$ cat src/rtl/bd2b_sr.sv
// rtl/bd2b_sr.sv - sequential BCD-to-binary converter (reverse double-dabble)
// Shift right one bit per clock and pull every BCD nibble >= 8 back down by 3.
module bd2b_sr #(
  parameter int DIGITS = 3,
  parameter int BIN_W  = 10
) (
  input  logic                  clk,
  input  logic                  rst,
  input  logic                  start,
  input  logic [4*DIGITS-1:0]   bcd,
  output logic                  busy,
  output logic                  done,
  output logic [BIN_W-1:0]      bin,
  output logic                  err
);
  localparam int W  = 4*DIGITS + BIN_W;
  localparam int CW = $clog2(BIN_W + 1);
  localparam logic [CW-1:0] CNT_MAX = CW'(BIN_W);
  localparam logic [CW-1:0] CNT_ONE = CW'(1);

  typedef enum logic [1:0] {IDLE, SHIFT, FINISH} state_t;

  state_t           state, state_n;
  logic [W-1:0]     sr, sr_n, corr;
  logic [CW-1:0]    cnt, cnt_n;
  logic             armed, armed_n;
  logic             busy_n, done_n, err_n;
  logic [BIN_W-1:0] bin_n;
  logic             bad;

  // One reverse double-dabble step plus digit validity of the captured operand.
  always_comb begin
    bad  = 1'b0;
    corr = sr >> 1;
    for (int i = 0; i < DIGITS; i++) begin
      if (sr[BIN_W+4*i +: 4] > 4'd9)
        bad = 1'b1;
      if (corr[BIN_W+4*i +: 4] >= 4'd8)
        corr[BIN_W+4*i +: 4] = corr[BIN_W+4*i +: 4] - 4'd3;
    end
  end

  always_comb begin
    state_n = state;
    sr_n    = sr;
    cnt_n   = cnt;
    armed_n = armed;
    busy_n  = busy;
    done_n  = 1'b0;
    bin_n   = bin;
    err_n   = err;
    case (state)
      IDLE: begin
        if (start) begin
          sr_n    = {bcd, {BIN_W{1'b0}}};
          cnt_n   = CNT_MAX;
          armed_n = 1'b0;
          busy_n  = 1'b1;
          state_n = SHIFT;
        end
      end
      SHIFT: begin
        // Digits are validated on the captured register before the first shift.
        if (cnt == CNT_MAX && bad) begin
          armed_n = 1'b1;
          state_n = FINISH;
        end else begin
          sr_n  = corr;
          cnt_n = cnt - CNT_ONE;
          if (cnt == CNT_ONE)
            state_n = FINISH;
        end
      end
      FINISH: begin
        bin_n   = armed ? '0 : sr[BIN_W-1:0];
        err_n   = armed;
        done_n  = 1'b1;
        busy_n  = 1'b0;
        state_n = IDLE;
      end
      default: state_n = IDLE;
    endcase
  end

  always_ff @(posedge clk or posedge rst) begin
    if (rst) begin
      state <= IDLE;
      sr    <= '0;
      cnt   <= '0;
      armed <= 1'b0;
      busy  <= 1'b0;
      done  <= 1'b0;
      bin   <= '0;
      err   <= 1'b0;
    end else begin
      state <= state_n;
      sr    <= sr_n;
      cnt   <= cnt_n;
      armed <= armed_n;
      busy  <= busy_n;
      done  <= done_n;
      bin   <= bin_n;
      err   <= err_n;
    end
  end
endmodule

$ cat config.mk
export PLATFORM = sky130hd
export DESIGN_NAME = bd2b_sr
export DESIGN_NICKNAME = d
export VERILOG_FILES = /design/src/rtl/bd2b_sr.sv
export SDC_FILE = /design/constraint.sdc
export NUM_CORES = 1
export LEC_CHECK = 0
export CAP_MARGIN = 20
export CORE_UTILIZATION = 30
export CTS_CLUSTER_DIAMETER = 60
export DETAILED_ROUTE_END_ITERATION = 10
export PLACE_DENSITY = 0.49
export REMOVE_ABC_BUFFERS = 1
export SYNTH_ARGS = -nofsm -noshare
export SYNTH_HDL_FRONTEND = slang
export SYNTH_SLANG_ARGS = --single-unit
$ cat constraint.sdc
create_clock -name clk -period 3.8 [get_ports clk]
set_clock_uncertainty 0.05 [all_clocks]
set_input_delay 0.57 -clock clk [delete_from_list [all_inputs] [get_ports clk]]
set_output_delay 0.57 -clock clk [all_outputs]
set_load 0.02 [all_outputs]
# Yosys cells after proc, flatten, opt, wreduce, memory -nomap -nowiden

Index checks and enable logic that the tools add are counted.

Register bits after elaboration: 42
Input bits: 15
Output and inout port bits: 13
Logic and storage cells: 57

Add/sub/neg operators: 4
Magnitude comparators: 6
Eq/ne operators: 8
Muxes and demuxes: 23
Reductions and logical operators: 8

Operator list:

| operator                                                                             | number |
|---|---|
| 22-bit 2-to-1 mux                                                                    | 2 |
| 22-bit one-hot mux with 2 select lines                                               | 1 |
| 4-bit 2-to-1 mux                                                                     | 5 |
| 4-bit greater-than comparator (second input constant)                                | 3 |
| 10-bit 2-to-1 mux                                                                    | 1 |
| 4-bit greater-or-equal comparator (second input constant)                            | 2 |
| 4-bit one-hot mux with 2 select lines                                                | 1 |
| 4-bit by 2-bit subtractor with 4-bit output (second input constant)                  | 2 |
| 1-bit 2-to-1 mux                                                                     | 7 |
| 2-bit 2-to-1 mux                                                                     | 3 |
| 2-bit != test (second input constant)                                                | 3 |
| 3-bit AND reduction                                                                  | 2 |
| 4-bit by 1-bit equality test with 1-bit output (second input constant)               | 1 |
| 4-bit equality test (second input constant)                                          | 1 |
| 3-bit by 4-bit greater-or-equal comparator with 1-bit output (second input constant) | 1 |
| 1-bit one-hot mux with 2 select lines                                                | 2 |
| 2-bit one-hot mux with 2 select lines                                                | 1 |
| 2-bit AND reduction                                                                  | 2 |
| 2-bit nonzero test                                                                   | 2 |
| 3-bit by 2-bit subtractor with 4-bit output (second input constant)                  | 1 |
| 4-bit by 1-bit subtractor with 4-bit output (second input constant)                  | 1 |
| 3-bit != test (second input constant)                                                | 1 |
| 2-bit by 1-bit equality test with 1-bit output (second input constant)               | 1 |
| 2-bit equality test (second input constant)                                          | 1 |
| 2 further kinds                                                                      | 2 |

# Depth between registers and ports, before layout

Gate-level depths: netlist (run 1).

Depth after elaboration: 7
Depth in mapped cells: 7
Mapped depth without buffers: 6

# Worst setup path before layout (run 1)

OpenSTA, ideal clock, no wires.

Path type: input -> register
Start point: input start
End point: register sr[10]
Setup time: 0.125 ns
Arrival: 1.636 ns
Data required time: 3.625 ns
Slack: 1.989 ns
Stages on the path: 4
Buffers on the path: 1
Cells stage by stage: or3b_2 buf_2 o21ai_4 mux2_2

Word-level cells in the longest chain between the ends: 2

RTL lines:

| element                       | line | source |
|---|---|---|
| from (decl)                   | 9    | `input logic start,` |
| 2-bit != test (no line)       | -    |  |
| 3-bit AND reduction (no line) | -    |  |
| to (signal assigned)          | 97   | `sr <= sr_n;` |
| to (decl)                     | 24   | `logic [W-1:0] sr, sr_n, corr;` |

Every way passes these cells.
A chain may end at the register's enable or synchronous reset.

# Worst setup path in the final report (run 1)

Start point: register sr[16]
End point: register sr[11]

Word-level cells in the longest chain between the ends: 6

RTL lines:

| element                        | line | source |
|---|---|---|
| 4-bit greater-than comparator  | 36   | `if (sr[BIN_W+4*i +: 4] > 4'd9)` |
| 1-bit 2-to-1 mux (2 in series) | 36   |  |
| 1-bit logical AND              | 64   | `if (cnt == CNT_MAX && bad) begin` |
| 2-bit != test (no line)        | -    |  |
| 3-bit AND reduction (no line)  | -    |  |

Every way passes these cells.

==> key figures, run 1 <==
Finish
  – Final nets: 260
  – Fill cell instance count of the final layout: between 600 and 700
  – # diodes: 0
  – Share of post-route cells with drive strength above 1: 10.46%
  – Util after Layout: between 30 and 40%
  – Area growth syn-to-layout: 22.25%
  – Finished Cell Area: approximately 0.0025 mm²
  – Register Area: 0.001051 mm²
  – Area of the multi-input gates: 905.9 µm²

Yosys
  – Top post-synthesis cells by area: dfrtp_1 (51%), nand2_1 (7.1%), o31ai_1 (6.5%), mux2_2 (4.4%), ha_1 (4.2%)
  – Cells after Synth: between 200 and 250
  – Syn Std Cell Area: just over 0.002 mm²
  – Seq/Total Area, Yosys: roughly half
  – Top cell type's share of synthesized area: between 50 and 60%
  – Post-synth EDFFs: 0
  – Cell variety after synth: 32
  – Most area-hungry cell type in the Yosys netlist: dfrtp_1
  – Ys flop type: dfrtp_1
  – Synth Area per Inst: roughly 9.8 µm²
  – Asr flop ratio synth: 100.0%
  – FF+latch count, synth: 42
  – YS warnings: 0

Floorplan
  – Die X-Extent: 85.06 µm
  – Initial Util: roughly a third
  – Die Ht: 85.06 µm
  – Number of core rows: 29
  – Core area: between 0.006 and 0.007 mm²
  – Die area: ~0.0072 mm²
  – I/O pin total: 28

Clock tree
  – Post-CTS Setup Repair Bufs: 0
  – CTS Buf Count: 5
  – H-tree depth: 2
  – Reg clk slew, reported paths: about 80 ps
  – CTS tree: built
  – # resized after CTS: 0
  – Hold-fix buffers, CTS: 0
  – Max clock buf depth: 2
  – Root buf cell: clkbuf_8
  – CTS sink cnt: 42
  – Clk_lat worst skew: a little under 300 ps

Placed design
  – Pre-CTS setup slack: ~1400 ps
  – DP HPWL: between 2000 and 3000 µm
  – GP Congestion: 0.7325
  – I/O Buffers: 27
  – Area after DPL: approximately 0.0024 mm²

Routing
  – DRC viols: 0
  – WL final: between 4000 and 5000 µm
  – DR vias/cell: about 4.8
  – Drt first pass iters: 4
  – Initial DRC Count: between 90 and 100
  – DR WL/cell: between 10 and 15 µm
  – Via Count: roughly 1500
  – ANT nets after route: 0

Global routing
  – Total congestion overflow: 0
  – Largest net degree at the start of global routing: 43
  – First-pass GRT wire length: just over 7000 µm
  – All-Layer GR Usage: about 12%
  – Vias in the first global route: ~1500
  – Initial antenna violation count: 0

Timing
  – Crit path time final: 2242 ps
  – Final period util: between 50% and 60%
  – Final Setup Violations: 0
  – Setup_tns: 0 ps
  – Slew @ Worst Pin: roughly 1000 ps
  – FMAX: 446.0 MHz
  – Fin. Hold Viols: 0
  – Final WS setup: 1558 ps
  – Count of pins over their slew limit: 0
  – Rel. slew slack: about 30%
  – RSZ-0062 raised after global routing: no

Power
  – Clk pwr share: 16.3%
  – NetSw: between 0.8 and 0.9 mW
  – Cell Int Power: 1.282 mW
  – Logic gate share of total power: a little under half
  – Leak: ~1.1 nW
  – Power, Total: around 2.1 mW
  – Sw frac: about two fifths
  – Pwr per Cell Area: 844.8 mW/mm²
  – Worst VDD drop: between 0.2 and 0.3 mV
  – Seq pwr share: a little under two fifths

Critical path
  – CP max FO: 13
  – Worst setup SP type: register
  – Worst EP required: slightly below 4000 ps
  – WS Path Type: register to register
  – WP data arrival: about 2300 ps
  – Critical Path Sink Type: register

Flow run
  – Max-cap violations: 0

Worst hold path
  – Worst hold-check path type: register to register

Outcome
  – Status: finished, final reports clean
==> kinds of logic after synthesis <==
logic type      synth area share [%]
simple gates                   15.42
fa+ha+maj                      4.232
mux                            5.804
compound gates                 16.39
xor+xnor                       1.693
buf+inv                        5.683
flops                          50.79
==> metal layers <==
metal  vias to the layer above  track usage [%]  wire [µm]
met3                         0            2.918        126
met4                         0            2.773          0
met5                         -                0          0
met2                        27            19.87       1817
met1                       720            17.28       2176
li1                        781                -          -
==> cell type report <==
class                           count  area share (%)
Multi-Input combinational cell    140           35.81
Inverter                           18           2.671
Timing Repair Buffer               31           11.87
Clock inverter                      3           1.583
Tap cell                           77           3.808
Sequential cell                    42           41.54
Clock buffer                        5           2.720
==> sequential cells by signal, indices dropped and copies added (netlist names) <==
signal,flops
err,1
busy,1
bin,10
armed,1
state,2
done,1
sr,22
cnt,4
==> cells in the mapped netlist (2+ instances only) <==
master	count
nor2b_1	3
nor2_1	6
nand2_1	39
a21oi_1	4
nand3_1	13
nor3_1	2
dfrtp_1	42
xnor2_1	4
o21a_1	3
inv_1	18
buf_2	4
o21ai_0	13
nand2b_1	3
o31ai_1	18
clkbuf_1	8
ha_1	7
mux2_2	8
mux2i_1	3
==> critical path, stage by stage, from the launching register on <==
cell and delay (ps):
dfrtp_1 430, o21a_1 250, o31a_4 390, nor2_1 710, o311ai_0 240
==> final timing paths <==
check	startpoint	end	slack [ps]	cells after the start
max reg2reg	sr[16]$_DFFE_PP0P_	sr[11]$_DFFE_PP0P_	1560	4
min in group asynchronous	rst	bin[8]$_DFFE_PP0P_	670	3
max in group asynchronous	rst	done$_DFF_PP0_	2650	3
min	bin[0]$_DFFE_PP0P_	bin[0]$_DFFE_PP0P_	430	2
max	sr[16]$_DFFE_PP0P_	sr[11]$_DFFE_PP0P_	1560	4
min reg2reg	bin[0]$_DFFE_PP0P_	bin[0]$_DFFE_PP0P_	430	2
==> stage by stage <==
| step | hold WS [ps] | cells |
|---|---|---|
| 2_1_floorplan | 415.4 | 200 |
| 5_1_grt | 454.0 | 316 |
| 4_1_cts | 436.3 | 316 |
| 3_3_place_gp | 409.5 | 308 |
| 3_5_place_dp | 416.3 | 308 |
| 6_report | 427.8 | 316 |
==> power by group through the flow <==
stage	logic, mW	clock network, mW	registers [mW]
after global routing	1.11	0.381	0.835
after detailed placement	1.00	0	0.808
after CTS	1.01	0.362	0.801
after floorplan	0.650	0	0.829
after global placement	0.994	0	0.808
final	0.991	0.349	0.798
==> placed cells by master, fill, tap and decap left out, drive strengths merged, types with 2 or more instances in the layout <==
cell type	n
o21ai	14
o31ai	19
mux2	8
clkdlybuf4s50	27
nor2b	3
dfrtp	42
nor3	2
nor2	6
mux2i	3
o21a	3
clkbuf	5
nand3	13
ha	7
buf	4
nand2	39
inv	18
xnor2	4
nand2b	3
clkinv	2
a21oi	4
Power figures use the tool's default switching activity.
==> inputs of run 2 (changes only) <==
- clock period: 3.8 -> 2.1 ns (I/O delays scaled with it)
==> run 2 against run 1 <==
Die area unchanged. Critical path type unchanged. Maximum frequency rose by 17%. Register-to-register slack got worse by 1400 ps. Sequential power up 80%. Routed wire length is 4.5% higher. Flip-flop and latch count did not move. Critical path depth up 2. Highest routed layer is now met4. Final area rose by 3.4%.
==> key figures, run 2 (synthesis results as in run 1) <==
Placed design
  – I/O Buffers: 27 (unchanged)
  – GP Congestion: 0.7455 (+1.8%)
  – DP HPWL: 3034 µm (+11%)

Flow run
  – Max-cap violations: 0 (unchanged)

Routing
  – DRC viols: 0 (unchanged)
  – DR WL/cell: 13.21 µm (+1.3%)
  – Initial DRC Count: 51 (-44%)
  – Drt first pass iters: 4 (unchanged)
  – WL final: 4306 µm (+4.5%)
  – ANT nets after route: 0 (unchanged)
  – Via Count: 1537 (+0.59%)
  – DR vias/cell: 4.715 (-2.5%)

Critical path
  – Critical Path Sink Type: register
  – Slowest cell delay on critical path: 420 ps (-290 ps)
  – Worst path slowest cell: dfrtp_1
  – Worst R2R Path Depth: 6 (+2)
  – CP max FO: 8 (-5)
  – Crit path max-delay family: compound AO/OA/AOI/OAI gates
  – Reg2Reg Setup Slack: 190 ps (-1370 ps)
  – Worst EP required: 2230 ps (-1650 ps)
  – WP data arrival: 2050 ps (-270 ps)
  – Crit-path cells: inv_1 -> ha_1 -> and3b_1 -> o31a_4 -> o21ai_4 -> mux2_2
  – Crit. path cell count: 6 (+2)
  – WS Path Type: register to register
  – Worst setup SP type: register
  – CP bufs+invs: 1 (+1)

Clock tree
  – Hold-fix buffers, CTS: 0 (unchanged)
  – Post-CTS Setup Repair Bufs: 0 (unchanged)
  – H-tree depth: 2 (unchanged)
  – Max clock buf depth: 2 (unchanged)
  – Root buf cell: clkbuf_8
  – Reg clk slew, reported paths: 90 ps (about the same)
  – CTS tree: built
  – CTS sink cnt: 42 (unchanged)
  – # resized after CTS: 0 (unchanged)
  – Clk_lat worst skew: 290 ps (about the same)
  – CTS Buf Count: 5 (unchanged)

Floorplan
  – I/O pin total: 28 (unchanged)
  – Initial Util: 31.86% (unchanged)
  – Core area: 0.006495 mm² (unchanged)
  – Number of core rows: 29 (unchanged)
  – Die area: 0.007234 mm² (unchanged)
  – Die X-Extent: 85.06 µm (unchanged)
  – Die Ht: 85.06 µm (unchanged)

Global routing
  – Vias in the first global route: 1562 (+6.9%)
  – All-Layer GR Usage: 13.21% (+0.74 points)
  – Largest net degree at the start of global routing: 43 (unchanged)
  – First-pass GRT wire length: 7500 µm (+4.6%)
  – Total congestion overflow: 0 (unchanged)
  – Initial antenna violation count: 0 (unchanged)

Finish
  – Top flop regs: sr: 22 flops, bin: 10 flops, cnt: 4 flops
  – # diodes: 0 (unchanged)
  – Area of the multi-input gates: 914.6 µm² (+0.97%)
  – Register Area: 0.001051 mm² (unchanged)
  – Fill cell instance count of the final layout: 662 (-1.2%)
  – Commonest non-fill, non-tap cell in the layout: dfrtp_1
  – Largest register FFs: 22 (unchanged)
  – Final nets: 270 (+3.8%)
  – Share of post-route cells with drive strength above 1: 13.65% (+3.2 points)
  – Reg with most FFs: sr
  – Most frequent cells in the layout: dfrtp_1 (42), nand2_1 (39), clkdlybuf4s50_1 (27)
  – Area growth syn-to-layout: 26.36%

Timing
  – Slew @ Worst Pin: 546.4 ps (-493.7 ps)
  – Count of pins over their slew limit: 0 (unchanged)
  – Final Setup Violations: 0 (unchanged)
  – Fin. Hold Viols: 0 (unchanged)
  – Final period util: 91.17% (+32 points)
  – Setup_tns: 0 ps (unchanged)
  – Crit path time final: 1914 ps (-327.7 ps)
  – Hold WS: 410.5 ps (-17.35 ps)
  – Rel. slew slack: 63.57% (+33 points)
  – FMAX: 522.3 MHz (+17%)
  – RSZ-0062 raised after global routing: no

Power
  – Worst VDD drop: 0.5826 mV (+120%)
  – Pwr per Cell Area: 1538 mW/mm² (+82%)
  – Leak: 1.163 nW (+3.7%)

Outcome
  – Status: finished, final reports clean

Worst hold path
  – Worst hold-check path type: primary input to asynchronous set/reset pin
[run 2: cell count changes in the layout (fill, tap and decap cells not counted)]
cell,delta
buf_4,+10
clkbuf_1,+1
o31ai_4,+1
clkinv_2,-2
clkinvlp_4,+1
o31ai_2,-1
[run 2: stage by stage]
step	total power [mW]	worst slack (ps)	utilization (%)	instance area, µm²	std cells
2_1_floorplan	2.676	194.4	-	2019	200
3_3_place_gp	3.390	67.11	38.43	2496	318
3_5_place_dp	3.404	66.57	38.43	2496	318
4_1_cts	4.060	103.5	40.13	2606	326
5_1_grt	4.356	72.99	40.26	2615	326
6_report	4.022	185.5	40.26	2615	326
[run 2: routing by layer]
| metal | share of wire [%] | GRT usage (%) | routed length [µm] |
|---|---|---|---|
| met1 | 50 | 17.41 | 2133 |
| met2 | 47 | 21.63 | 2027 |
| met3 | 2.7 | 3.210 | 116 |
| met4 | 0.67 | 3.698 | 29 |
| met5 | 0 | 0 | 0 |
[run 2: worst paths after layout]
| kind | end | startpoint |
|---|---|---|
| max | sr[16]$_DFFE_PP0P_ | cnt[0]$_DFFE_PP0P_ |
| min | bin[9]$_DFFE_PP0P_ | rst |
| max reg2reg | sr[16]$_DFFE_PP0P_ | cnt[0]$_DFFE_PP0P_ |
| min reg2reg | bin[5]$_DFFE_PP0P_ | bin[5]$_DFFE_PP0P_ |
| max in group asynchronous | cnt[2]$_DFFE_PP0P_ | rst |
| min in group clk | bin[5]$_DFFE_PP0P_ | bin[5]$_DFFE_PP0P_ |
[run 2: cell type report]
class                   count  area share [%]
multi-input cells         140           34.98
clock buffers               6           2.775
flip-flops and latches     42           40.19
well taps                  77           3.684
repair buffers             41           14.35
clock inverters             2           1.435
inverters                  18           2.584
[run 2: worst min-delay path, stage by stage]
cell             delay [ps]
clkdlybuf4s50_1         390
inv_1                    50
buf_4                   460
[run 2: power by group]
| group | internal [mW] | switching (mW) |
|---|---|---|
| clock network | 0.355 | 0.299 |
| registers | 1.15 | 0.282 |
| logic | 0.913 | 1.02 |
